`src/rtl/mouse_uart_packet_rx.sv`:
```
// Host-side decoder for the 6-byte mouse packet stream (AA, XL, XH, YL, YH, BTN)
// arriving from the uart rx handshake. It hunts for sync, checks reserved bits,
// enforces an inter-byte timeout and commits whole packets with a valid pulse.
module mouse_uart_packet_rx #(
    parameter int unsigned FREQ_HZ       = 27000000,
    parameter int unsigned BAUD          = 115200,
    parameter int unsigned TIMEOUT_BYTES = 4
) (
    input  logic       clk,
    input  logic       rst_n,
    input  logic [7:0] rx_data,
    input  logic       rx_avail,
    input  logic       rx_error,
    output logic       rx_ack,
    output logic [8:0] mouse_x,
    output logic [8:0] mouse_y,
    output logic [2:0] buttons,
    output logic       packet_valid,
    output logic       sync_error,
    output logic       format_error,
    output logic       timeout_error,
    output logic [7:0] err_count
);

    // Timeout length in clock cycles, computed in 64 bits to avoid overflow.
    localparam longint unsigned TIMEOUT_CYCLES_L =
        64'(TIMEOUT_BYTES) * 64'd10 * 64'(FREQ_HZ) / 64'(BAUD);
    localparam int unsigned TIMEOUT_CYCLES = 32'(TIMEOUT_CYCLES_L);
    localparam int unsigned CNT_W_RAW      = $clog2(64'(TIMEOUT_CYCLES) + 64'd1);
    localparam int unsigned CNT_W          = (CNT_W_RAW < 1) ? 1 : CNT_W_RAW;
    localparam logic [CNT_W-1:0] TIMEOUT_LOAD = CNT_W'(TIMEOUT_CYCLES);
    localparam logic [7:0]       SYNC_BYTE    = 8'hAA;
    localparam logic [7:0]       ERR_MAX      = 8'hFF;

    typedef enum logic [2:0] {
        ST_HUNT = 3'd0,
        ST_XL   = 3'd1,
        ST_XH   = 3'd2,
        ST_YL   = 3'd3,
        ST_YH   = 3'd4,
        ST_BTN  = 3'd5
    } state_e;

    state_e           state_q, state_d;
    logic             rx_ack_q, rx_ack_d;
    logic [CNT_W-1:0] cnt_q, cnt_d;
    logic [7:0]       xl_q, xl_d;
    logic             xh_q, xh_d;
    logic [7:0]       yl_q, yl_d;
    logic             yh_q, yh_d;
    logic [8:0]       mouse_x_q, mouse_x_d;
    logic [8:0]       mouse_y_q, mouse_y_d;
    logic [2:0]       buttons_q, buttons_d;
    logic             packet_valid_q, packet_valid_d;
    logic             sync_error_q, sync_error_d;
    logic             format_error_q, format_error_d;
    logic             timeout_error_q, timeout_error_d;
    logic [7:0]       err_count_q, err_count_d;
    logic             err_inc;

    logic   accept_c;
    logic   is_sync_c;
    logic   hi_ok_c;
    logic   btn_ok_c;
    logic   timeout_hit_c;
    state_e resync_c;

    // Byte acceptance, reserved-bit checks and timeout expiry detection.
    assign accept_c      = rx_avail && !rx_ack_q;
    assign is_sync_c     = (rx_data == SYNC_BYTE);
    assign hi_ok_c       = (rx_data[7:1] == 7'd0);
    assign btn_ok_c      = (rx_data[7:3] == 5'd0);
    assign resync_c      = is_sync_c ? ST_XL : ST_HUNT;
    assign timeout_hit_c = (state_q != ST_HUNT) && (cnt_q <= CNT_W'(1));

    // State register.
    always_ff @(posedge clk) begin
        if (!rst_n) begin
            state_q <= ST_HUNT;
        end else begin
            state_q <= state_d;
        end
    end

    // Next state: rx_error beats an accepted byte, which beats the timeout.
    always_comb begin
        state_d = state_q;
        if (rx_error) begin
            state_d = ST_HUNT;
        end else if (accept_c) begin
            case (state_q)
                ST_HUNT: state_d = is_sync_c ? ST_XL : ST_HUNT;
                ST_XL:   state_d = ST_XH;
                ST_XH:   state_d = hi_ok_c ? ST_YL : resync_c;
                ST_YL:   state_d = ST_YH;
                ST_YH:   state_d = hi_ok_c ? ST_BTN : resync_c;
                ST_BTN:  state_d = btn_ok_c ? ST_HUNT : resync_c;
                default: state_d = ST_HUNT;
            endcase
        end else if (timeout_hit_c) begin
            state_d = ST_HUNT;
        end
    end

    // Output and datapath next values: captures, commit, pulses, counters.
    always_comb begin
        rx_ack_d        = accept_c;
        cnt_d           = cnt_q;
        xl_d            = xl_q;
        xh_d            = xh_q;
        yl_d            = yl_q;
        yh_d            = yh_q;
        mouse_x_d       = mouse_x_q;
        mouse_y_d       = mouse_y_q;
        buttons_d       = buttons_q;
        packet_valid_d  = 1'b0;
        sync_error_d    = 1'b0;
        format_error_d  = 1'b0;
        timeout_error_d = 1'b0;
        err_inc         = 1'b0;

        if (accept_c) begin
            cnt_d = TIMEOUT_LOAD;
        end else if ((state_q != ST_HUNT) && (cnt_q != '0)) begin
            cnt_d = cnt_q - CNT_W'(1);
        end

        if (rx_error) begin
            err_inc = 1'b1;
        end else if (accept_c) begin
            case (state_q)
                ST_HUNT: sync_error_d = !is_sync_c;
                ST_XL:   xl_d = rx_data;
                ST_XH: begin
                    if (hi_ok_c) begin
                        xh_d = rx_data[0];
                    end else begin
                        format_error_d = 1'b1;
                        err_inc        = 1'b1;
                    end
                end
                ST_YL:   yl_d = rx_data;
                ST_YH: begin
                    if (hi_ok_c) begin
                        yh_d = rx_data[0];
                    end else begin
                        format_error_d = 1'b1;
                        err_inc        = 1'b1;
                    end
                end
                ST_BTN: begin
                    if (btn_ok_c) begin
                        mouse_x_d      = {xh_q, xl_q};
                        mouse_y_d      = {yh_q, yl_q};
                        buttons_d      = rx_data[2:0];
                        packet_valid_d = 1'b1;
                    end else begin
                        format_error_d = 1'b1;
                        err_inc        = 1'b1;
                    end
                end
                default: ;
            endcase
        end else if (timeout_hit_c) begin
            timeout_error_d = 1'b1;
            err_inc         = 1'b1;
        end

        err_count_d = (err_inc && (err_count_q != ERR_MAX)) ? err_count_q + 8'd1 : err_count_q;
    end

    // Datapath and output registers.
    always_ff @(posedge clk) begin
        if (!rst_n) begin
            rx_ack_q        <= 1'b0;
            cnt_q           <= '0;
            xl_q            <= 8'd0;
            xh_q            <= 1'b0;
            yl_q            <= 8'd0;
            yh_q            <= 1'b0;
            mouse_x_q       <= 9'd0;
            mouse_y_q       <= 9'd0;
            buttons_q       <= 3'd0;
            packet_valid_q  <= 1'b0;
            sync_error_q    <= 1'b0;
            format_error_q  <= 1'b0;
            timeout_error_q <= 1'b0;
            err_count_q     <= 8'd0;
        end else begin
            rx_ack_q        <= rx_ack_d;
            cnt_q           <= cnt_d;
            xl_q            <= xl_d;
            xh_q            <= xh_d;
            yl_q            <= yl_d;
            yh_q            <= yh_d;
            mouse_x_q       <= mouse_x_d;
            mouse_y_q       <= mouse_y_d;
            buttons_q       <= buttons_d;
            packet_valid_q  <= packet_valid_d;
            sync_error_q    <= sync_error_d;
            format_error_q  <= format_error_d;
            timeout_error_q <= timeout_error_d;
            err_count_q     <= err_count_d;
        end
    end

    assign rx_ack        = rx_ack_q;
    assign mouse_x       = mouse_x_q;
    assign mouse_y       = mouse_y_q;
    assign buttons       = buttons_q;
    assign packet_valid  = packet_valid_q;
    assign sync_error    = sync_error_q;
    assign format_error  = format_error_q;
    assign timeout_error = timeout_error_q;
    assign err_count     = err_count_q;

endmodule
```
`config.mk`:
```
export PLATFORM = sky130hd
export DESIGN_NAME = mouse_uart_packet_rx
export DESIGN_NICKNAME = d
export VERILOG_FILES = /design/src/rtl/mouse_uart_packet_rx.sv
export SDC_FILE = /design/constraint.sdc
export NUM_CORES = 1
export LEC_CHECK = 0
export BUFFER_PORTS_ARGS = -buffer_cell sky130_fd_sc_hd__buf_2
export CORE_ASPECT_RATIO = 1.75
export CORE_UTILIZATION = 35
export DETAILED_ROUTE_END_ITERATION = 6
export GPL_TIMING_DRIVEN = 0
export PLACE_DENSITY = 0.63
export SLEW_MARGIN = 10
export SYNTH_ARGS = -nofsm -noshare
export SYNTH_HDL_FRONTEND = slang
export SYNTH_SLANG_ARGS = --single-unit
```
`constraint.sdc`:
```
create_clock -name clk -period 5.2 [get_ports clk]
set_input_delay 1.04 -clock clk [delete_from_list [all_inputs] [get_ports clk]]
set_output_delay 1.04 -clock clk [all_outputs]
set_load 0.1 [all_outputs]
```
* After elaboration in Yosys (flattened, before gate mapping) *
Cells that the tools add are included.

storage, ports and cells
  register bits = 69
  input port bits = 12
  output and inout port bits = 34

cells by class
  reductions and logical operators = 25
  equal/unequal tests = 7
  bitwise operators = 5
  multiplexer cells = 16
  add/sub/neg operators = 2
  magnitude comparators = 1

operator list
  kind                   count
  $mux 14                2
  $pmux 3 s6             1
  $le 14x1->1 const B    1
  $reduce_bool 14->1     1
  $sub 14x1->14 const B  1
  $reduce_and 4->1       3
  $mux 3                 3
  $add 8x1->8 const B    1
  $eq 8x8->1 const B     1
  $mux 1                 8
  $ne 8x8->1 const B     1
  $reduce_or 4->1        2
  $logic_not 7->1        1
  $eq 3x2->1 const B     2
  $eq 3x3->1 const B     2
  $reduce_and 3->1       2
  $reduce_or 2->1        3
  $reduce_or 3->1        2
  $logic_not 5->1        1
  $not 1->1              5
  $logic_and 1x1->1      4
  $reduce_bool 2->1      2
  $eq 3x1->1 const B     1
  $logic_not 3->1        1
  4 further kinds        5

* Longest topological paths before layout *
  depth in word-level cells = 6
  depth in mapped cells = 8

* Worst setup path before layout *
No wires, ideal clock.

  kind = input port to flip-flop
  start = input port rx_data[3]
  end = register err_count_q[5], in the netlist err_count[5]
  slack = 2.693 ns
  stages on the path = 7
  data required time = 5.085 ns
  data arrival time = 2.392 ns
  setup time = 0.115 ns
  cells stage by stage = nor3_1 -> a22oi_1 -> or4_1 -> nand3_2 -> buf_6 -> nor4_1 -> o21a_1

on the way
  word-level cells in the longest chain between the ends = 6
  elaborated cells on any way between the ends = 8
  classes of those cells = mux: 5; reduce/logical: 3

ends and longest elaborated chain
  element                                                    RTL line       source
  start, declared                                            11             input logic [7:0] rx_data,
  $logic_not 7->1 / $logic_not 5->1 (equally long branches)  71, 72
  $mux 1 (on tied branches)                                  135, 144, 152
  $pmux 1 s2 (*)                                             131            case (state_q)
  $mux 1 (*)                                                 130            end else if (accept_c) begin
  $mux 1 (*)                                                 128            if (rx_error) begin
  $logic_and 1x1->1 (*)                                      169            err_count_d = (err_inc && (err_count_q != ERR_MAX)) ? err_count_q + 8'd1 : err_count_q;
  end signal, assigned                                       203            err_count_q <= err_count_d;
  end, declared                                              58             logic [7:0] err_count_q, err_count_d;

Every way passes the cells marked *; elsewhere a longest branch is shown, timed or not.
A chain may end at the register's enable or synchronous reset.

* Worst setup path after layout *
  start = input port rx_error
  end = register mouse_x_q[8], in the netlist mouse_x[8]

on the way
  word-level cells in the longest chain between the ends = 2

ends and longest elaborated chain
  element                            RTL line  source
  start, declared                    13        input logic rx_error,
  $not 1->1 (no source line)         n/a
  $reduce_and 4->1 (no source line)  n/a
  end signal, assigned               196       mouse_x_q <= mouse_x_d;
  end, declared                      51        logic [8:0] mouse_x_q, mouse_x_d;

Every way passes these cells.

==> metrics.csv <==
metric,value,unit
crit_slowest_cell,nor2_1,
max_slew.worst_pin.slew,0.637,ns
vias_per_cell,4.78,
critical_path_required,5.46,ns
p_per_area,352,nW/um2
cts-htree-levels,3,
diodes,0,
place_congestion,0.890,
avgRoutedWirePerCell,13.2,um
grt_pass1_vias,2408,
floorplan.die.width,71.9,um
num_io_pins,46,
mappedNetlistArea,3000,um2
cts-hold-fix-buffers,0,
synth-seq-cells,69,
timing.rr.end,err_count[5]$_SDFFE_PN0P_,
synth.mux.area_fraction,3.01,%
cts.path.max_buffers,2,
post-dp-hpwl,5100,um
worst-r2r-cell-count,7,
design_area,3690,um2
clk_root_buffer_cell,clkbuf_16,
first_pass_grt_wire_length,11300,um
dieArea,8950,um2
hold_end,mouse_y[3]$_SDFFE_PN0P_,
layout.cells.most_common,dfxtp_1,
fin_nets,413,
finalMaxSlewViolations,0,
synth_cell_type_count,44,
fin_setup_tns,0,ns
synth_adder_area_share,1.25,%
fp.dieH,124,um
compound_gate_fraction_of_synth_area,15.7,%
insertion_delay,0.33,ns
setup_ws,2.57,ns
hold_depth,2,
synth_sequential_area_ratio,46.1,%
cts-buffers-inserted,9,
port_buffers,44,
finalHoldViolCount,0,
setup_viol,0,
yosys.area_share.simple,26.7,%
critical_path_peak_fanout,10,
cts_setup_buffers,0,
crit-reg2reg-launch,cnt_q[9]$_SDFFE_PP0P_,
achievable-frequency,380,MHz
drt_iter0_drc,109,
detailroute.via_count,2475,
critical_path.startpoint_type,input port,
power.static_leakage,1.42,nW
xor_xnor_fraction_of_synth_area,4.38,%
final_antenna_net_count,0,
clk_pin_slew_worst_paths,0.06,ns
status,"complete, no violations",
synthesis.area_per_instance,8.74,um2
pre_cts_ws,2.21,ns
layout.cells.most_common_list,"69 x dfxtp_1, 62 x nand2_1, 44 x buf_2",
cp_common_cell,nand2_1,
holdCritStartpoint,mouse_y[3]$_SDFFE_PN0P_,
gate_count_after_technology_mapping,343,
synth_top_family_by_area,simple AND/OR/NAND/NOR gates,
firstDrtPassIters,4,
grt_usage,16.5,%
core-area,8310,um2
ctsResizeCount,0,
number_of_sinks_driven_by_the_clock_tree,69,
fin_crit,2.63,ns
critPathArrivalTime,2.89,ns
worst_hold_path_type,register to register,
gr-total-overflow,0,
reg2reg_slack,2.78,ns
critPathKind,input port to register,
cts_tree,done,
totalWireLength,6810,um
grt_antenna_before_repair,0,
final_cycle_utilization_of_the_critical_path,50.6,%
synthesis.nets,358,
max-vdd-ir-drop,0.225,mV
final.fill_count,835,
rsz_0062_raised_after_global_routing,false,
area.growth.synth_to_final,23.0,%
crit_path_max_incr_delay,0.49,ns
core.rowCount,44,
slew-limit-headroom,57.5,%
end_kind,register,
cap_viol_max_count,0,
synthesis.yosys.warnings,0,
final_layout_size_suffix_gt1_share,17.6,%
critical_path.cell_chain,"buf_2, nor2_1, nand2_1, nor3_1, clkbuf_1, nand2_1, a21boi_0",
grt_start_max_net_pins,13,
detail_route.drc_violations,0,
finalClockSkew,0.00493,ns
initial_core_util,36.0,%
placedInstanceArea,3360,um2
[per-layer routing]
layer / routed length, um / vias to the layer above / share of wire (%) / track usage (%)
met3: 194 / 13 / 2.8 / 3.48
met2: 3780 / 42 / 56 / 30.8
li1: - / 1288 / - / -
met5: 0 / - / 0 / 0
met4: 205 / 0 / 3.0 / 9.23
met1: 2630 / 1132 / 39 / 16.3
[worst max-delay path: cells and delay by family]
family | cells | cell delay (ns)
AOI/OAI and AO/OA | 1 | 0.16
buffers and inverters | 2 | 0.53
and+or+nand+nor | 4 | 1.17
[registers in the layout, indices dropped and copies added (netlist names), 3 cells and up]
signal	count
mouse_y	9
xl_q	8
state_q	3
buttons	3
cnt_q	14
yl_q	8
err_count	8
mouse_x	9
[synth_stat cells]
library cell,n,area [um2]
a21boi_1,2,15.0
o2111ai_1,1,8.76
or3_1,7,43.8
and4b_1,1,10.0
nor3_1,12,60.1
ha_1,3,37.5
dfxtp_1,69,1380
nand4b_1,2,17.5
or2_2,1,6.26
mux2i_1,9,90.1
buf_6,1,11.3
nor2b_1,10,62.6
nand3_2,1,10.0
or4_1,1,7.51
and2_2,1,7.51
and2_1,4,25.0
a21oi_1,3,15.0
xor2_1,4,35.0
o21ai_0,8,40.0
or3_2,3,22.5
nor4_1,2,12.5
nor3b_1,3,22.5
o21a_1,1,7.51
nand3_1,13,65.1
nand3b_1,3,22.5
inv_1,5,18.8
o211ai_1,1,7.51
or3b_2,1,8.76
xnor2_1,11,96.3
o31ai_4,1,21.3
a21boi_0,40,300
a211oi_1,1,7.51
nand2_1,62,233
o22ai_1,1,6.26
o21bai_1,1,7.51
a221oi_1,1,8.76
or3_4,1,11.3
nand2b_1,5,31.3
a22oi_1,2,15.0
clkbuf_1,15,56.3
or4_4,1,11.3
nand4_1,2,12.5
o31a_1,1,8.76
nor2_1,26,97.6
[how the worst max path moves through the flow]
| stage | from | endpoint | slack, ns | cells after the start |
|---|---|---|---|---|
| final | rx_error | mouse_x[8]$_SDFFE_PN0P_ | 2.57 | 7 |
| after global routing | rx_error | buttons[1]$_SDFFE_PN0P_ | 2.25 | 7 |
| after CTS | rx_error | mouse_y[0]$_SDFFE_PN0P_ | 2.57 | 7 |
| after detailed placement | rx_error | mouse_y[0]$_SDFFE_PN0P_ | 2.21 | 7 |
| after global placement | rx_error | mouse_y[8]$_SDFFE_PN0P_ | 2.25 | 7 |
| after floorplan | rx_data[3] | err_count[5]$_SDFFE_PN0P_ | 2.69 | 7 |
[logic make-up (layout without fill, tap and decap cells)]
family | after synthesis | in the layout
mux | 9 | 9
buf+inv | 21 | 81
flops | 69 | 69
compound gates | 64 | 64
fa+ha+maj | 3 | 3
simple gates | 162 | 162
xor+xnor | 15 | 15
[final cells by class]
| type | instances | area, um2 | share of cell area (%) |
|---|---|---|---|
| multi-input combinational | 253 | 1530 | 41.5 |
| sequential | 69 | 1380 | 37.5 |
| buffer | 16 | 67.6 | 1.83 |
| clock inverter | 6 | 86.3 | 2.34 |
| timing repair buffer | 44 | 220 | 5.97 |
| clock buffer | 10 | 239 | 6.48 |
| inverter | 5 | 18.8 | 0.509 |
| tap | 115 | 144 | 3.90 |
[report_power, final]
part,internal [mW],total (mW),leakage (nW),switching [mW]
Clock,0.431,0.660,0.158,0.229
Combinational,0.0302,0.0927,0.699,0.0625
Sequential,0.537,0.545,0.559,0.00766
Total,0.999,1.30,1.42,0.299
[per-stage QoR]
step                instances  util (%)  total power, mW  hold WS, ns
floorplan                 343         -            0.624        0.437
global placement          502      40.4            0.648        0.447
detailed placement        502      40.4            0.650        0.455
CTS                       518      44.3             1.31        0.463
global route              518      44.3             1.35        0.475
finish                    518      44.3             1.30        0.459
No activity file was read; power rests on OpenSTA's default activity.
